===== src/rtl/pqr5_core_pkg.sv =====
// Shared core definitions: access sizes, memory command encodings and the
// data-memory arbiter state type.
package pqr5_core_pkg;

  localparam logic [1:0] BYTE  = 2'd0;
  localparam logic [1:0] HWORD = 2'd1;
  localparam logic [1:0] WORD  = 2'd2;

  localparam logic LOAD  = 1'b0;
  localparam logic STORE = 1'b1;

  typedef enum logic [1:0] {
    ARB_IDLE,
    ARB_REQ,
    ARB_RSP
  } arb_state_e;

endpackage


===== src/rtl/dmem_be_gen.sv =====
// Byte-enable generation from access size and low address bits, plus a
// misalignment flag that is only raised when CHK_EN is set.
module dmem_be_gen
  import pqr5_core_pkg::*;
#(
  parameter bit CHK_EN = 1'b0
) (
  input  logic [1:0] size_i,
  input  logic [1:0] addr_lo_i,
  output logic [3:0] be_o,
  output logic       misalign_o
);

  logic misalign_raw;

  always_comb begin
    be_o         = '1;
    misalign_raw = 1'b0;
    case (size_i)
      BYTE: be_o = 4'b0001 << addr_lo_i;
      // Upper lane of an HWORD at offset 3 falls off the 4-bit shift.
      HWORD: begin
        be_o         = 4'b0011 << addr_lo_i;
        misalign_raw = addr_lo_i[0];
      end
      default: begin
        be_o         = '1;
        misalign_raw = |addr_lo_i;
      end
    endcase
    misalign_o = CHK_EN & misalign_raw;
  end

endmodule


===== src/rtl/dmem_arbiter.sv =====
// Data-memory arbiter: LSU vs debug/loader, one transaction outstanding,
// responses tagged by requester. Define MISALIGN_CHK_EN to fault misaligned accesses.
module dmem_arbiter
  import pqr5_core_pkg::*;
#(
  parameter int XLEN       = 32,
  parameter int MAX_STREAK = 4
) (
  input  logic            clk,
  input  logic            areset,
  input  logic            i_lsu_valid,
  output logic            o_lsu_ready,
  input  logic            i_lsu_cmd,
  input  logic [XLEN-1:0] i_lsu_addr,
  input  logic [1:0]      i_lsu_size,
  input  logic [XLEN-1:0] i_lsu_wdata,
  input  logic            i_dbg_valid,
  output logic            o_dbg_ready,
  input  logic            i_dbg_cmd,
  input  logic [XLEN-1:0] i_dbg_addr,
  input  logic [XLEN-1:0] i_dbg_wdata,
  output logic            o_rsp_valid,
  output logic            o_rsp_id,
  output logic [XLEN-1:0] o_rsp_rdata,
  output logic            o_rsp_err,
  output logic            o_mem_req,
  input  logic            i_mem_gnt,
  output logic            o_mem_cmd,
  output logic [XLEN-1:0] o_mem_addr,
  output logic [3:0]      o_mem_be,
  output logic [XLEN-1:0] o_mem_wdata,
  input  logic            i_mem_rvalid,
  input  logic [XLEN-1:0] i_mem_rdata
);

`ifdef MISALIGN_CHK_EN
  localparam bit MisalignChk = 1'b1;
`else
  localparam bit MisalignChk = 1'b0;
`endif

  localparam int SW = $clog2(MAX_STREAK + 1);
  localparam logic [SW-1:0] StreakMax = SW'(MAX_STREAK);

  arb_state_e      state_q, state_d;
  logic            cmd_q, cmd_d;
  logic [XLEN-1:0] addr_q, addr_d;
  logic [3:0]      be_q, be_d;
  logic [XLEN-1:0] wdata_q, wdata_d;
  logic            id_q, id_d;
  logic [SW-1:0]   streak_q, streak_d;
  logic            rsp_valid_q, rsp_valid_d;
  logic            rsp_id_q, rsp_id_d;
  logic [XLEN-1:0] rsp_rdata_q, rsp_rdata_d;
  logic            rsp_err_q, rsp_err_d;

  logic            lsu_win, dbg_win, accept;
  logic [XLEN-1:0] sel_addr;
  logic [1:0]      sel_size;
  logic [3:0]      be_w;
  logic            misalign_w;

  // Debug only wins once the LSU has used up its streak allowance.
  assign lsu_win     = i_lsu_valid && !(i_dbg_valid && (streak_q == StreakMax));
  assign dbg_win     = i_dbg_valid && !lsu_win;
  assign o_lsu_ready = (state_q == ARB_IDLE) && lsu_win;
  assign o_dbg_ready = (state_q == ARB_IDLE) && dbg_win;
  assign accept      = o_lsu_ready || o_dbg_ready;
  assign sel_addr    = dbg_win ? i_dbg_addr : i_lsu_addr;
  assign sel_size    = dbg_win ? WORD : i_lsu_size;

  dmem_be_gen #(
    .CHK_EN(MisalignChk)
  ) u_be_gen (
    .size_i    (sel_size),
    .addr_lo_i (sel_addr[1:0]),
    .be_o      (be_w),
    .misalign_o(misalign_w)
  );

  always_comb begin
    state_d     = state_q;
    cmd_d       = cmd_q;
    addr_d      = addr_q;
    be_d        = be_q;
    wdata_d     = wdata_q;
    id_d        = id_q;
    rsp_valid_d = 1'b0;
    rsp_id_d    = 1'b0;
    rsp_rdata_d = '0;
    rsp_err_d   = 1'b0;
    case (state_q)
      ARB_IDLE: begin
        if (accept) begin
          cmd_d   = dbg_win ? i_dbg_cmd : i_lsu_cmd;
          addr_d  = {sel_addr[XLEN-1:2], 2'b00};
          be_d    = be_w;
          wdata_d = dbg_win ? i_dbg_wdata : i_lsu_wdata;
          id_d    = dbg_win;
          if (misalign_w) begin
            rsp_valid_d = 1'b1;
            rsp_id_d    = dbg_win;
            rsp_err_d   = 1'b1;
          end else begin
            state_d = ARB_REQ;
          end
        end
      end
      ARB_REQ: begin
        if (i_mem_gnt) begin
          if (cmd_q == STORE) begin
            state_d     = ARB_IDLE;
            rsp_valid_d = 1'b1;
            rsp_id_d    = id_q;
          end else if (i_mem_rvalid) begin
            state_d     = ARB_IDLE;
            rsp_valid_d = 1'b1;
            rsp_id_d    = id_q;
            rsp_rdata_d = i_mem_rdata;
          end else begin
            state_d = ARB_RSP;
          end
        end
      end
      ARB_RSP: begin
        if (i_mem_rvalid) begin
          state_d     = ARB_IDLE;
          rsp_valid_d = 1'b1;
          rsp_id_d    = id_q;
          rsp_rdata_d = i_mem_rdata;
        end
      end
      default: state_d = ARB_IDLE;
    endcase
  end

  always_comb begin
    streak_d = streak_q;
    if (!i_dbg_valid || o_dbg_ready) begin
      streak_d = '0;
    end else if (o_lsu_ready && (streak_q != StreakMax)) begin
      streak_d = streak_q + SW'(1);
    end
  end

  always_ff @(posedge clk or posedge areset) begin
    if (areset) begin
      state_q     <= ARB_IDLE;
      cmd_q       <= 1'b0;
      addr_q      <= '0;
      be_q        <= '0;
      wdata_q     <= '0;
      id_q        <= 1'b0;
      streak_q    <= '0;
      rsp_valid_q <= 1'b0;
      rsp_id_q    <= 1'b0;
      rsp_rdata_q <= '0;
      rsp_err_q   <= 1'b0;
    end else begin
      state_q     <= state_d;
      cmd_q       <= cmd_d;
      addr_q      <= addr_d;
      be_q        <= be_d;
      wdata_q     <= wdata_d;
      id_q        <= id_d;
      streak_q    <= streak_d;
      rsp_valid_q <= rsp_valid_d;
      rsp_id_q    <= rsp_id_d;
      rsp_rdata_q <= rsp_rdata_d;
      rsp_err_q   <= rsp_err_d;
    end
  end

  assign o_mem_req   = (state_q == ARB_REQ);
  assign o_mem_cmd   = cmd_q;
  assign o_mem_addr  = addr_q;
  assign o_mem_be    = be_q;
  assign o_mem_wdata = wdata_q;
  assign o_rsp_valid = rsp_valid_q;
  assign o_rsp_id    = rsp_id_q;
  assign o_rsp_rdata = rsp_rdata_q;
  assign o_rsp_err   = rsp_err_q;

endmodule


===== config.mk =====
export PLATFORM = sky130hd
export DESIGN_NAME = dmem_arbiter
export DESIGN_NICKNAME = d
export VERILOG_FILES = /design/src/rtl/pqr5_core_pkg.sv /design/src/rtl/dmem_be_gen.sv /design/src/rtl/dmem_arbiter.sv
export SDC_FILE = /design/constraint.sdc
export NUM_CORES = 1
export LEC_CHECK = 0
export CORE_MARGIN = 2
export CORE_UTILIZATION = 40
export CTS_CLUSTER_DIAMETER = 80
export CTS_CLUSTER_SIZE = 24
export DETAILED_ROUTE_END_ITERATION = 12
export GPL_ROUTABILITY_DRIVEN = 0
export PLACE_DENSITY = 0.79
export SLEW_MARGIN = 20
export SYNTH_ARGS = -nofsm -noshare
export SYNTH_HDL_FRONTEND = slang
export SYNTH_SLANG_ARGS = --single-unit

===== constraint.sdc =====
create_clock -name clk -period 4.2 [get_ports clk]
set_clock_uncertainty 0.05 [all_clocks]
set_input_delay 0.42 -clock clk [delete_from_list [all_inputs] [get_ports clk]]
set_output_delay 0.42 -clock clk [all_outputs]
set_load 0.03 [all_outputs]

==> flow_summary.ini <==
[status]
outcome = finished, final reports clean

[drt]
drtIter0Drc = 286
drc = 0
routedWlPerCell_um = 18.4
met2WireLength_um = 8630
vias = 4954
wirelength_um = 17000
highest_layer = met4
wl_met3_um = 1630
viasPerCell = 5.38
wl_met1_um = 6290
firstDrtPassIters = 4
ant_nets = 0

[floorplanning]
num_rows = 41
die_area_um2 = 14000
die_w_um = 118
core_region_area_um2 = 12700
fp.dieH_um = 118
ios = 277
start_util = 0.411

[setup_path]
crit_arrival_ps = 2800
crit_required_ps = 3730
crit_fanout = 31
crit_path_end_kind = output port
cp-start-kind = register
path_class = register to output port

[finish]
seqCellArea_um2 = 2680
multi_input_area_um2 = 2260
final_nets = 919
fin_cells = 920
postLayoutCellArea_um2 = 8280
final_util = 0.651
layout-drive-gt1-share = 0.123
fillers = 1039
diodes = 0
area_growth_pct = 58.1

[synthesis]
yosysMostFrequentCell = nand2_1
synthTopCellsByArea = dfrtp_1 51%, o211ai_2 14%, nand2_1 9.2%, nand4_1 7.8%, and2_1 3.9%
synth.cell_area_um2 = 5240
synth_cell_types = 38
synth_top_area_frac = 0.511
synth.avg_cell_area_um2 = 10.5
ys_ff_latch = 107
synth_edf_count = 0
yosysSeqAreaShare = 0.511
netlist_instances = 500
synth_top_area_cell = dfrtp_1
async_flop_share = 1.00
netlist_top_cells_count = 129 x nand2_1, 107 x dfrtp_1, 65 x nand4_1, 60 x o211ai_2, 33 x and2_1
yosys_warnings = 0
ys.flop_type = dfrtp_1

[hold_path]
worstHoldPathType = input port to register

[clocking]
cts.sink_count = 107
post_cts_buffers = 0
cts_resized = 0
cts_hold_buf = 0
clkSlewWorstSetupHoldPaths_ps = 70
cts_buffers = 9
cts_root_buffer = clkbuf_16
cts_tree = done
clkLatencyLatePin_ps = 350
ctsHtreeMaxLevel = 3
clk_path_buf_depth = 2

[timing]
layout_setup_ws_ps = 932
min_period_ps = 3270
fmax_mhz = 306
rsz0062_at_grt = no
relSlewSlack = 0.473
drv_slew = 0
finalSetupTns_ps = 0
worst_pin_slew_ps = 791
setup_viol = 0
min_period_over_period = 0.778
report.final.hold_viol_count = 0

[power]
ir_drop_mv = 0.314
swShare = 0.432
p_comb_frac = 0.543
switchingPower_mw = 2.32
leakagePower_nw = 3.56
pwr-share-seq = 0.298
internal-power_mw = 3.05
pwr-share-clk = 0.159
powerDensity_nw_per_um2 = 649

[placed_design]
dp_hpwl_um = 12100
portBuffers = 271
placed_area_um2 = 7970
dp_slack_ps = 1190
placedCellCount = 905

[grt]
grt_max_degree = 87
grt_pass1_vias = 5274
grt_pass1_wl_um = 27100
grt_usage = 0.243
antenna_found_initial = 0
overflow = 0

[job]
cap_violations = 0
-- worst max-delay path: stages, from the launching register on --
cell	delay (ps)
dfrtp_1	400
inv_1	110
ha_2	530
buf_4	440
and3_1	240
clkdlybuf4s50_1	710
-- kinds of logic (layout without fill, tap and decap cells) --
kind of cell | Yosys count | after routing | synth area share
buffers and inverters | 59 | 305 | 0.0600
other | 1 | 3 | 0.000716
AND/OR/NAND/NOR | 243 | 243 | 0.232
multiplexers | 1 | 1 | 0.00191
adder cells (fa/ha/maj) | 5 | 5 | 0.0120
AO/OA/AOI/OAI | 84 | 84 | 0.182
flip-flops | 107 | 107 | 0.511
-- layout make-up --
cell class	instances	share of cell area
clock buffer	10	0.0289
clock inverter	5	0.00741
inverter	9	0.00469
multi-input combinational	336	0.273
sequential	107	0.324
tap	172	0.0260
timing repair buffer	281	0.336
-- state kept, by name, summed over array words and instances (netlist names), 2 cells and up --
register and count:
streak_q 3, o_rsp_rdata 32, state_q 2, o_mem_be 4, o_mem_wdata 32, o_mem_addr 30
-- cells in the final DEF, fill, tap and decap left out, drive strengths merged --
| master | count |
|---|---|
| a211o | 1 |
| a211oi | 1 |
| a21bo | 1 |
| a21boi | 4 |
| a21o | 1 |
| a221oi | 2 |
| a22oi | 1 |
| and2 | 34 |
| and3 | 1 |
| and3b | 1 |
| buf | 11 |
| bufinv | 1 |
| clkbuf | 10 |
| clkdlybuf4s50 | 270 |
| clkinv | 3 |
| conb | 3 |
| dfrtp | 107 |
| ha | 5 |
| inv | 10 |
| mux2i | 1 |
| nand2 | 129 |
| nand2b | 2 |
| nand3 | 2 |
| nand4 | 65 |
| nand4b | 1 |
| nand4bb | 1 |
| nor2b | 2 |
| nor3 | 2 |
| nor3b | 2 |
| o211a | 1 |
| o211ai | 64 |
| o21a | 2 |
| o21ai | 2 |
| o32a | 4 |
| or4bb | 1 |
-- per-layer routing --
layer / GRT usage / up-vias
li1: - / 2249
met1: 0.270 / 2470
met2: 0.424 / 210
met3: 0.0883 / 25
met4: 0.0938 / 0
met5: 0 / -
-- path summary, 6_finish.rpt --
check,start,to,slack [ps],cells past startpoint
min in group asynchronous,areset,o_rsp_rdata[20]$_DFF_PP0_,550,2
max in group asynchronous,areset,o_rsp_rdata[17]$_DFF_PP0_,2690,3
hold reg to reg,o_mem_addr[17]$_DFFE_PP0P_,o_mem_addr[17]$_DFFE_PP0P_,440,2
setup reg to reg,state_q[0]$_DFFE_PP0P_,o_mem_addr[7]$_DFFE_PP0P_,1550,6
hold / removal,i_dbg_valid,streak_q[2]$_DFFE_PP0P_,380,2
setup / recovery,state_q[0]$_DFFE_PP0P_,o_dbg_ready,930,5
-- power by group through the flow --
stage          combinational (mW)  clock [mW]  sequential (mW)
2_1_floorplan                1.06           0             2.29
3_3_place_gp                 2.89           0             1.59
3_5_place_dp                 2.94           0             1.62
4_1_cts                      2.94       0.884             1.60
5_1_grt                      3.10       0.917             1.65
6_report                     2.92       0.855             1.60
-- stage by stage --
step	power (mW)	hold WS, ps
2_1_floorplan	3.35	391
4_1_cts	5.43	368
3_5_place_dp	4.55	423
6_report	5.38	383
3_3_place_gp	4.48	409
5_1_grt	5.66	383
(Power assumes the default switching activity.)
